## config.mk

```make
export PLATFORM = sky130hd
export DESIGN_NAME = onehot_rr_arbiter
export DESIGN_NICKNAME = d
export VERILOG_FILES = /design/src/rtl/onehot_rr_arbiter.sv
export SDC_FILE = /design/constraint.sdc
export NUM_CORES = 1
export LEC_CHECK = 0
export CAP_MARGIN = 5
export CORE_UTILIZATION = 41
export CTS_CLUSTER_SIZE = 8
export DETAILED_ROUTE_END_ITERATION = 8
export REMOVE_ABC_BUFFERS = 1
export SLEW_MARGIN = 10
export SYNTH_ARGS = -nofsm -noshare
export SYNTH_HDL_FRONTEND = slang
export SYNTH_SLANG_ARGS = --single-unit
export TNS_END_PERCENT = 20
```

## constraint.sdc

```tcl
create_clock -name clk -period 12.06 [get_ports clk]
set_input_delay 1.206 -clock clk [delete_from_list [all_inputs] [get_ports clk]]
set_output_delay 1.206 -clock clk [all_outputs]
set_load 0.02 [all_outputs]
```

## src/rtl/onehot_rr_arbiter.sv

```systemverilog
// Round-robin arbiter that turns single-cycle request pulses into a registered
// one-hot grant word with a valid/ready handshake for the downstream encoder.
module onehot_rr_arbiter #(
  parameter int N = 8
) (
  input  logic         clk,
  input  logic         rst,
  input  logic [N-1:0] req,
  input  logic         gnt_ready,
  input  logic         clr_ovr,
  output logic [N-1:0] gnt_onehot,
  output logic         gnt_valid,
  output logic [N-1:0] pend,
  output logic         ovr
);

  localparam int PW = (N > 1) ? $clog2(N) : 1;

  typedef enum logic {IDLE, OFFER} state_t;

  state_t        state, state_nxt;
  logic [PW-1:0] ptr, ptr_nxt, gnt_idx;
  logic [N-1:0]  gnt_nxt, clr_mask, pend_nxt, pend_rest;
  logic          handshake, ovr_set;

  // First set bit of vec, searching upward from start with wrap.
  function automatic logic [N-1:0] rr_pick(input logic [N-1:0] vec,
                                           input logic [PW-1:0] start);
    logic [N-1:0]  res;
    logic          found;
    logic [PW-1:0] idx;
    res   = '0;
    found = 1'b0;
    for (int k = 0; k < N; k++) begin
      idx = PW'((int'(start) + k) % N);
      if (!found && vec[idx]) begin
        res[idx] = 1'b1;
        found    = 1'b1;
      end
    end
    return res;
  endfunction

  always_comb begin
    gnt_idx = '0;
    for (int i = 0; i < N; i++) begin
      if (gnt_onehot[i]) gnt_idx = PW'(i);
    end
  end

  assign gnt_valid = (state == OFFER);
  assign handshake = gnt_valid & gnt_ready;
  assign clr_mask  = handshake ? gnt_onehot : '0;
  assign pend_nxt  = (pend & ~clr_mask) | req;
  assign pend_rest = pend & ~gnt_onehot;
  assign ovr_set   = |(req & pend & ~clr_mask);

  always_comb begin
    state_nxt = state;
    gnt_nxt   = gnt_onehot;
    ptr_nxt   = ptr;
    case (state)
      IDLE: begin
        if (|pend) begin
          gnt_nxt   = rr_pick(pend, ptr);
          state_nxt = OFFER;
        end
      end
      OFFER: begin
        if (gnt_ready) begin
          ptr_nxt = (gnt_idx == PW'(N - 1)) ? '0 : gnt_idx + PW'(1);
          // Back-to-back grant from what remains; same-edge requests wait.
          if (|pend_rest) begin
            gnt_nxt = rr_pick(pend_rest, ptr_nxt);
          end else begin
            gnt_nxt   = '0;
            state_nxt = IDLE;
          end
        end
      end
      default: begin
        gnt_nxt   = '0;
        state_nxt = IDLE;
      end
    endcase
  end

  always_ff @(posedge clk or posedge rst) begin
    if (rst) begin
      state      <= IDLE;
      ptr        <= '0;
      gnt_onehot <= '0;
      pend       <= '0;
      ovr        <= 1'b0;
    end else begin
      state      <= state_nxt;
      ptr        <= ptr_nxt;
      gnt_onehot <= gnt_nxt;
      pend       <= pend_nxt;
      if (ovr_set)      ovr <= 1'b1;
      else if (clr_ovr) ovr <= 1'b0;
    end
  end

endmodule

```

# Word level (Yosys, flattened, before mapping)
# Index checks and enable logic that the tools add are counted.
# op_classes
n_lt_le_gt_ge	32
bitwise	23
mux	183
reduce_logical	50
add_sub_neg	15
eq_ne	3
# op_table
operator	n
8-bit 2-to-1 mux	55
8-bit OR	15
1-bit 2-to-1 mux	87
3-bit by 4-bit < comparator with 1-bit output (second input constant)	16
1-bit binary-select mux with 3-bit select	16
1-bit demux with 3-bit select	16
3-bit by 1-bit greater-or-equal comparator with 1-bit output (second input constant)	16
8-bit AND	4
1-bit logical AND	30
3-bit adder (second input constant)	8
8-bit OR reduction	3
8-bit inverter	2
8-bit case mux with 2 select lines	1
3-bit 2-to-1 mux	5
1-bit zero test	14
3-bit by 2-bit adder with 3-bit output (second input constant)	4
3-bit by 1-bit adder with 3-bit output (second input constant)	3
2-bit 2-to-1 mux	2
2-bit != test (second input constant)	2
2-bit AND reduction	2
3-bit == test (second input constant)	1
1-bit case mux with 2 select lines	1
2-bit nonzero test	1
1-bit AND	1
1-bit inverter	1
# word_totals
out_inout_bits	18
wordCells	311
input_bits	12
regBits	21

# Logic depth before layout (Yosys ltp)
# depth
word_depth	57
depth_mapped	16
mapped_depth_nobuf	13

# Least setup slack after synthesis
# Ideal clock, no wire load.
# synth_path
path_type	reg-to-reg
from	register gnt_onehot[1]
to	register gnt_onehot[3]
setup_time_ns	0.104
t_arrival_ns	4.095
synth_period_minus_slack_ns	4.198
path_buffers	2
path_slack_ns	7.862
required_ns	11.956
path_stages_with_launch	15
cell_sequence	dfrtp_1 -> nor2b_4 -> o311ai_4 -> nand2_4 -> buf_2 -> buf_1 -> ha_1 -> xnor2_2 -> inv_2 -> ha_1 -> mux4_2 -> nor3_2 -> and4_1 -> o31ai_1 -> a221oi_1
# synth_via
elab_chain_cells	57
word_cells_on_any_way	157
cone_classes	add/sub: 8; order compare: 16; eq/ne: 1; mux: 100; bitwise: 9; reduce/logical: 23
# synth_lines
item	line_no	text
start, declared	11	output logic [N-1:0] gnt_onehot,
start signal, assigned	98	gnt_onehot <= gnt_nxt;
branches (longest 54 deep; another with 3-bit by 4-bit < comparator with 1-bit output)	--	
8-bit 2-to-1 mux *	73	if (|pend_rest) begin
8-bit 2-to-1 mux *	70	if (gnt_ready) begin
8-bit case mux with 2 select lines *	62	case (state)
# Every way passes the cells marked *. The select of a mux whose other input is x is not followed.
# A chain may end at the register's enable or synchronous reset.

# Final worst setup path
# layout_path
from	register gnt_onehot[5]
to	register gnt_onehot[3]
# layout_via
elab_chain_cells	53
word_cells_on_any_way	153
cone_classes	add/sub: 8; order compare: 16; eq/ne: 1; mux: 96; bitwise: 9; reduce/logical: 23
# layout_lines
item	line_no
branches (longest 50 deep; another with 3-bit by 4-bit < comparator with 1-bit output)	--
8-bit 2-to-1 mux *	73
8-bit 2-to-1 mux *	70
8-bit case mux with 2 select lines *	62
# Marks and branches as above.

==> results.json <==
{
  "dp_hpwl_mm": 10.31,
  "cp-start-kind": "register",
  "via_per_inst": 7.226,
  "antenna_found_initial": 0,
  "synth_area_um2": 3666,
  "worstPathRequired_ns": 12.21,
  "synth_edf_count": 0,
  "rsz0062_at_grt": "false",
  "placed_cell_area_um2": 3969,
  "syn_area_per_cell_um2": 8.075,
  "yosys_warnings": 0,
  "hold-path-cell-count": 3,
  "ff2ff_setup_slack_ns": 7.18,
  "setup_viol": 0,
  "start_util_pct": 42.24,
  "synth.distinct_cells": 78,
  "wl_met2_mm": 6.437,
  "grt_pass1_vias": 3827,
  "hold_viol_final": 0,
  "async_flop_share_pct": 100.0,
  "nets": 484,
  "grt_max_degree": 31,
  "area_growth_pct": 9.590,
  "place_congestion": 1.089,
  "period_needed_ns": 4.877,
  "antenna_left": 0,
  "hold_path_class": "reg -> reg",
  "fin_skew_ns": 0.006768,
  "cts_repair_resize_count": 0,
  "finalSetupTns_ns": 0,
  "drt_first_pass_iters": 6,
  "numCtsBuffers": 3,
  "gr-total-overflow": 0,
  "dp.cells": 562,
  "antenna_cells": 0,
  "grt_pass1_wl_mm": 21.63,
  "hold_ws_ns": 0.6772,
  "grt_usage_pct": 30.76,
  "final_area_um2": 4018,
  "timing.max_slew.rel_slack_pct": 35.20,
  "path_class": "reg -> reg",
  "route.detailed.drc": 0,
  "post-route-period-util_pct": 40.44,
  "row_count": 34,
  "layout-drive-gt1-share_pct": 10.70,
  "r2r_start": "gnt_onehot[5]$_DFFE_PP0P_",
  "cts_tree": "yes",
  "synth_seq_area_share_pct": 14.33,
  "fp.dieArea_um2": 9324,
  "synth_flop_cell": "dfrtp_1",
  "finalMaxSlewViolations": 0,
  "top_layer": "met4",
  "r2r_end": "gnt_onehot[3]$_DFFE_PP0P_",
  "die_h_um": 96.56,
  "crit_arrival_ns": 5.03,
  "drtIter0Drc": 326,
  "final_cells": 566,
  "die_w_um": 96.56,
  "reg2regPathDepth": 10,
  "min-delay-start": "ovr$_DFFE_PP0P_",
  "critPathMaxFanout": 26,
  "cts_root_buf": "clkbuf_8",
  "hold_buffers": 0,
  "worst_pin_slew_ns": 0.9721,
  "wl_mm": 13.71,
  "fp.coreArea_um2": 8678,
  "h-tree-depth": 1,
  "wl_per_cell_um": 24.22,
  "status": "complete, no violations",
  "cp-end-kind": "register",
  "io_buffers": 29,
  "boundaryPins": 30,
  "cts.clk_slew.worst_paths_ns": 0.09,
  "post-cts-setup-buffer-count": 0,
  "whs_endpoint": "ovr$_DFFE_PP0P_",
  "wl_met1_mm": 5.625,
  "met3_length_mm": 1.082,
  "clk_latency_ns": 0.26,
  "maxCapViolations": 0,
  "clock.fmax_mhz": 205.1,
  "cts_num_sinks": 21,
  "vias": 4090,
  "ys_ff_latch": 21,
  "syn-instance-count": 454,
  "cts.path.max_buffers": 2
}
-- metal layers --
layer / global-route usage [%] / up-vias
li1: - / 1821
met5: 0 / -
met2: 51.53 / 265
met4: 11.76 / 0
met1: 40.36 / 1954
met3: 3.599 / 50
-- critical path, stage by stage, from the launching register on --
cell	delay [ns]
dfrtp_1	0.57
o311ai_4	0.46
nand2_4	0.27
ha_1	0.92
inv_1	0.51
ha_1	0.48
mux4_2	0.59
nor3_2	0.33
and4_1	0.26
o31ai_1	0.07
a221oi_1	0.31
-- cell families (layout without fill, tap and decap cells) --
family,after synthesis,after routing,synth area share [%]
AOI/OAI and AO/OA,147,147,30.31
xor gates and xnor gates,9,9,3.140
adders and majority gates,13,13,4.437
buffers and inverters,45,49,5.154
DFF,21,21,14.33
muxes,37,37,16.86
and+or+nand+nor,182,182,25.77
-- through the flow --
step                setup slack (ns)  util, %
floorplan                      7.964        -
global placement               7.395    45.73
detailed placement             7.291    45.73
CTS                            7.227    46.29
global route                   6.828    46.29
finish                         7.183    46.29
-- cell usage in the layout (no fill, tap or decap), drive strengths merged, types with 7 or more instances in the layout --
cell type / n
nor3: 10
nand2b: 9
inv: 15
nand2: 44
nand3: 30
nand4: 15
and3: 11
a41oi: 9
and2: 7
mux4: 18
mux2i: 10
a21o: 12
clkdlybuf4s50: 29
a31oi: 12
ha: 13
nor2: 33
o21ai: 17
mux2: 9
o22ai: 7
a21oi: 20
nor2b: 11
dfrtp: 21
-- layout make-up --
cell class / count / area [um2]
fillers: 863 / 4661
multi-input cells: 388 / 2952
flip-flops and latches: 21 / 525.5
repair buffers: 30 / 297.8
well taps: 108 / 135.1
inverters: 15 / 58.81
clock buffers: 3 / 41.29
clock inverters: 1 / 7.507
-- registers in the layout (all words and copies together) (netlist names) --
| name | flops |
|---|---|
| ovr | 1 |
| gnt_onehot | 8 |
| pend | 8 |
| ptr | 3 |
| gnt_valid | 1 |
-- cells in the mapped netlist, types with 10 or more instances --
cell type | number | share of area, %
nand2_1 | 43 | 4.4
nor2_1 | 33 | 3.4
nand3_1 | 30 | 4.1
dfrtp_1 | 21 | 14
a21oi_1 | 20 | 2.7
clkbuf_1 | 19 | 1.9
mux4_2 | 17 | 10
nand4_1 | 15 | 2.6
o21ai_0 | 15 | 2.0
ha_1 | 13 | 4.4
inv_1 | 13 | 1.3
a21o_1 | 12 | 2.5
a31oi_1 | 12 | 2.0
and3_1 | 11 | 1.9
nor2b_1 | 10 | 1.7
-- how the worst max path moves through the flow --
stage                                          from                         to  slack, ns
final                     gnt_onehot[5]$_DFFE_PP0P_  gnt_onehot[3]$_DFFE_PP0P_       7.18
after global routing      gnt_onehot[5]$_DFFE_PP0P_  gnt_onehot[3]$_DFFE_PP0P_       6.83
after CTS                 gnt_onehot[5]$_DFFE_PP0P_  gnt_onehot[3]$_DFFE_PP0P_       7.23
after detailed placement  gnt_onehot[5]$_DFFE_PP0P_  gnt_onehot[3]$_DFFE_PP0P_       7.29
after global placement    gnt_onehot[3]$_DFFE_PP0P_  gnt_onehot[3]$_DFFE_PP0P_       7.40
after floorplan           gnt_onehot[5]$_DFFE_PP0P_  gnt_onehot[3]$_DFFE_PP0P_       7.96
Power is left out: the tool's default activity adds up to more than one toggle a clock period on the data nets, which glitch-free logic cannot reach.
